<file path="src/rtl/cpu_pkg.sv">
// Shared CPU definitions: uOP codes and the data address map, used by the store
// router and the load return mux.
package cpu_pkg;

  localparam logic [4:0]  UOP_LDR      = 5'd10;
  localparam logic [4:0]  UOP_STR      = 5'd11;
  localparam logic [31:0] DCACHE_LIMIT = 32'd31;
  localparam logic [31:0] GPIO_ADDR    = 32'd32;

  localparam int unsigned ENTRY_W = 37;

  typedef enum logic [1:0] {
    DST_DCACHE,
    DST_GPIO,
    DST_UNMAPPED
  } dest_e;

  function automatic dest_e decode_addr(input logic [31:0] a);
    if (a < DCACHE_LIMIT)   return DST_DCACHE;
    else if (a == GPIO_ADDR) return DST_GPIO;
    else                     return DST_UNMAPPED;
  endfunction

endpackage

</file>
<file path="src/rtl/store_fifo.sv">
// Circular write buffer for d-cache stores; head entry is presented on pop_data.
module store_fifo #(
  parameter int unsigned DEPTH = 2,
  parameter int unsigned WIDTH = 37
) (
  input  logic                     clk,
  input  logic                     rst,
  input  logic                     push,
  input  logic [WIDTH-1:0]         push_data,
  input  logic                     pop,
  output logic [WIDTH-1:0]         pop_data,
  output logic                     full,
  output logic                     empty,
  output logic [$clog2(DEPTH):0]   count
);

  localparam int unsigned AW = $clog2(DEPTH);
  localparam int unsigned CW = AW + 1;

  logic [WIDTH-1:0] mem [DEPTH];
  logic [AW-1:0]    wr_ptr;
  logic [AW-1:0]    rd_ptr;
  logic             push_ok;
  logic             pop_ok;

  assign full     = (count == CW'(DEPTH));
  assign empty    = (count == '0);
  assign push_ok  = push && !full;
  assign pop_ok   = pop && !empty;
  assign pop_data = mem[rd_ptr];

  // DEPTH is a power of two, so pointer overflow is the modulo wrap.
  always_ff @(posedge clk) begin
    if (rst) begin
      for (int unsigned i = 0; i < DEPTH; i++) mem[i] <= '0;
      wr_ptr <= '0;
      rd_ptr <= '0;
      count  <= '0;
    end else begin
      if (push_ok) begin
        mem[wr_ptr] <= push_data;
        wr_ptr      <= wr_ptr + 1'b1;
      end
      if (pop_ok) rd_ptr <= rd_ptr + 1'b1;
      case ({push_ok, pop_ok})
        2'b10:   count <= count + 1'b1;
        2'b01:   count <= count - 1'b1;
        default: count <= count;
      endcase
    end
  end

endmodule

</file>
<file path="src/rtl/store_router.sv">
// Routes accepted STR uOPs to the d-cache write buffer, the GPIO register, or
// flags them as unmapped.
module store_router #(
  parameter int unsigned DEPTH   = 2,
  parameter logic [4:0]  UOP_STR = 5'd11
) (
  input  logic        clk,
  input  logic        rst,
  input  logic [4:0]  uop,
  input  logic [31:0] addr,
  input  logic [31:0] data,
  output logic        stall,
  output logic        dc_wr_valid,
  input  logic        dc_wr_ready,
  output logic [4:0]  dc_wr_addr,
  output logic [31:0] dc_wr_data,
  output logic [31:0] gpio_out,
  output logic        busy,
  output logic        bad_addr
);

  import cpu_pkg::*;

  dest_e                dest;
  logic                 is_str;
  logic                 accept;
  logic                 push;
  logic                 pop;
  logic                 full;
  logic                 empty;
  logic [ENTRY_W-1:0]   head;
  logic [$clog2(DEPTH):0] count;

  assign dest   = decode_addr(addr);
  assign is_str = (uop == UOP_STR);
  // Stall depends only on fullness; a same-cycle pop does not free a slot early.
  assign stall  = is_str && full;
  assign accept = is_str && !stall;
  assign push   = accept && (dest == DST_DCACHE);
  assign pop    = dc_wr_valid && dc_wr_ready;

  store_fifo #(
    .DEPTH (DEPTH),
    .WIDTH (ENTRY_W)
  ) u_fifo (
    .clk       (clk),
    .rst       (rst),
    .push      (push),
    .push_data ({addr[4:0], data}),
    .pop       (pop),
    .pop_data  (head),
    .full      (full),
    .empty     (empty),
    .count     (count)
  );

  assign dc_wr_valid = !empty;
  assign busy        = dc_wr_valid;
  assign dc_wr_addr  = head[36:32];
  assign dc_wr_data  = head[31:0];

  always_ff @(posedge clk) begin
    if (rst) begin
      gpio_out <= '0;
      bad_addr <= 1'b0;
    end else if (accept) begin
      if (dest == DST_GPIO)     gpio_out <= data;
      if (dest == DST_UNMAPPED) bad_addr <= 1'b1;
    end
  end

endmodule
</file>
<file path="config.mk">
export PLATFORM = sky130hd
export DESIGN_NAME = store_router
export DESIGN_NICKNAME = d
export VERILOG_FILES = /design/src/rtl/cpu_pkg.sv /design/src/rtl/store_fifo.sv /design/src/rtl/store_router.sv
export SDC_FILE = /design/constraint.sdc
export NUM_CORES = 1
export LEC_CHECK = 0
export CORE_MARGIN = 2
export CORE_UTILIZATION = 35
export CTS_CLUSTER_SIZE = 25
export DETAILED_ROUTE_END_ITERATION = 12
export SLEW_MARGIN = 25
export SYNTH_ARGS = -nofsm -noshare
export SYNTH_HDL_FRONTEND = slang
export SYNTH_HIERARCHICAL = 1
export SYNTH_SLANG_ARGS = --single-unit
</file>
<file path="constraint.sdc">
create_clock -name clk -period 4.9 [get_ports clk]
set_clock_uncertainty 0.2 [all_clocks]
set_input_delay 1.225 -clock clk [delete_from_list [all_inputs] [get_ports clk]]
set_output_delay 1.225 -clock clk [all_outputs]
set_load 0.05 [all_outputs]
</file>
==> results by group <==
Synthesis
  – Post-synth cell types: 44
  – Net count after synthesis: 521
  – Adder-cell share of the synthesized area: 0.00238
  – Synth Area in XOR/XNOR: 0.00501
  – Yosys top cell by area: edfxtp_1
  – Ys flop type: edfxtp_1
  – Synth Area in Compound Gates: 0.0863
  – Synth top area share: 0.423
  – Multiplexer area fraction after synthesis: 0.0794
  – Asr flop ratio synth: 0
  – Avg Synthesized Cell Area: 11.7 sq um
  – Simple-Gate Fraction of Synth Area: 0.187
  – Most frequent cells after synthesis: nor2_1, edfxtp_1, nand2b_1
  – Warnings, synthesis: 6
  – Largest cells by area after synthesis: edfxtp_1, dfxtp_1, mux2_2
  – Mapped Cells: 448
  – Flops & latches, synth: 112
  – Post-Syn Area: 5250 sq um
  – Largest family of logic cells by synthesized area: simple AND/OR/NAND/NOR gates
  – Most numerous cell in the Yosys netlist: nor2_1
  – EDFF count, synth: 74
  – Post-synthesis sequential area ratio: 0.568

Clock tree
  – Clk Latency, worst-skew pair: 0.35 ns
  – Clock tree buffer depth: 2
  – Post-CTS setup buffer count: 0
  – Cts hold-fix bufs: 0
  – CTS Sinks: 112
  – CTS root buf: clkbuf_16
  – Clock slew at reported path FFs: 0.07 ns
  – Clock buffer count from CTS: 9
  – Post-cts sizing count: 0
  – H-tree depth: 3
  – CTS tree: yes

Worst setup path
  – CP Class: in -> out
  – Crit path arrival time: 2.92 ns
  – CP endpoint kind: output pin
  – Startpoint Class: input pin
  – Critical path launch point: uop[0]
  – R2R Path Start: u_fifo/count[0]$_SDFFE_PP0P_
  – Critical path required time: 3.47 ns
  – Crit path max fanout: 4

GRT
  – First-pass GRT wire length: 22.0 mm
  – GRT Total Usage: 0.177
  – Initial antenna violation count: 0
  – Vias in the first global route: 4106
  – Largest net degree at the start of global routing: 75
  – Grt total ovfl: 0

Pwr
  – Leakage: 2.24 nW
  – Total power: 0.00211 W
  – Power Dens Cells: 301 nW/um^2
  – VDD IR-drop max: 0.182 mV

Place
  – Routability congestion estimate: 0.754
  – IO Port Bufs: 144
  – Post-DP HPWL: 9.21 mm

Timing
  – Minimum clock period: 4.34 ns
  – Hold Fails Final Rpt: 0
  – Fmax: 0.230 GHz
  – RSZ-0062 raised after global routing: no
  – Fin crit share: 0.886
  – Final setup viols: 0
  – Fin. max-slew vios: 0
  – Worst slew margin: 0.357
  – Sum Neg Setup Slack: 0 ns
  – Worst-Margin Slew: 0.965 ns

Drt
  – Top Layer Used: met4
  – Met3 WL: 1.03 mm
  – Detailed Route Iter0 Violations: 249
  – Overall routed net length: 14.0 mm
  – Via count: 3958
  – Met1 WL: 5.73 mm
  – DR WL met2: 7.01 mm
  – Vias per cell: 5.20
  – DR pass1 iterations: 4
  – Final ANT Viol Nets: 0
  – DRC viols: 0
  – Avg WL per Cell: 18.4 um

Hold path
  – HP Start: gpio_out[24]$_SDFFE_PP0P_
  – Hold crit path type: reg -> reg

Final layout
  – Share of cells above drive strength 1: 0.139
  – Final #Nets: 645
  – Antenna diodes: 0
  – Layout area overhead: 33.7%
  – Utilization after layout: 0.481

Die
  – Initial Utilization: 0.360
  – Total die area: 16000 sq um
  – Row count: 44
  – Core Footprint: 14600 sq um
  – Die extent in y: 126 um
  – Chip width: 126 um
  – Io pins: 145

Outcome
  – Status: finished, final reports clean

Job
  – Max_cap viols: 0
[worst max-delay path, cell delays in order]
cell and delay [ns]:
clkdlybuf4s50_1 0.47, nand4b_1 0.17, nor3b_1 0.23, clkdlybuf4s50_1 0.83
[final cells by class]
class | instances | area, sq um
timing repair buffer | 155 | 1540
clock inverter | 6 | 105
clock buffer | 10 | 239
multi-input combinational | 291 | 1900
tap | 184 | 230
inverter | 3 | 11.3
fill | 1337 | 7570
sequential | 112 | 2980
[metrics by stage]
step	cells	hold slack, ns	instance area (sq um)	worst slack [ns]
final	761	0.267	7020	0.558
after CTS	761	0.271	7020	0.557
after global placement	745	0.254	6670	0.598
after detailed placement	745	0.262	6670	0.557
after global routing	761	0.294	7020	0.444
after floorplan	448	0.268	5250	0.547
[kinds of logic (layout without fill, tap and decap cells)]
logic type / after synthesis / in the layout
DFF: 112 / 112
muxes: 37 / 37
adders and majority gates: 1 / 1
xor gates and xnor gates: 3 / 3
AOI/OAI and AO/OA: 73 / 73
and+or+nand+nor: 177 / 177
buffers and inverters: 45 / 174
[layer usage]
metal	GRT usage	vias to the layer above
met2	0.304	148
li1	-	1878
met4	0.0685	0
met5	0	-
met3	0.0312	16
met1	0.223	1916
[sequential cells by signal, summed over array words and instances, names as in the netlist, named ones only]
register / count
gpio_out: 32
u_fifo/wr_ptr: 1
u_fifo/rd_ptr: 1
u_fifo/count: 2
u_fifo/mem: 74
bad_addr: 1
[power breakdown]
part	internal (W)	leakage [nW]	switching [W]
sequential	0.00103	1.01	0.00000731
clock	0.000512	0.170	0.000330
combinational	0.000103	1.06	0.000124
[path summary, 6_finish.rpt]
kind | to | cells after the start | slack [ns]
worst max-delay path | stall | 4 | 0.56
worst min-delay path | gpio_out[24]$_SDFFE_PP0P_ | 2 | 0.27
worst max register to register | u_fifo/mem[0][2]$_SDFFCE_PN0P_ | 8 | 1.87
worst min register to register | gpio_out[24]$_SDFFE_PP0P_ | 2 | 0.27
[cell usage in the layout (no fill, tap or decap), drive strengths merged, types with 2 or more instances in the layout]
cell and n:
clkinv 2, clkbuf 10, buf 12, nor2b 2, dfxtp 38, edfxtp 74, and3 2, or3 2
a21oi 35, clkdlybuf4s50 143, o21ai 3, mux2 37, nand2 2, bufinv 3, nand2b 39, o31ai 32
xnor2 2, nor4 7, nand4b 2, nand3 2, nor2 80, inv 4, nand4 33
Power figures use the tool's default switching activity.
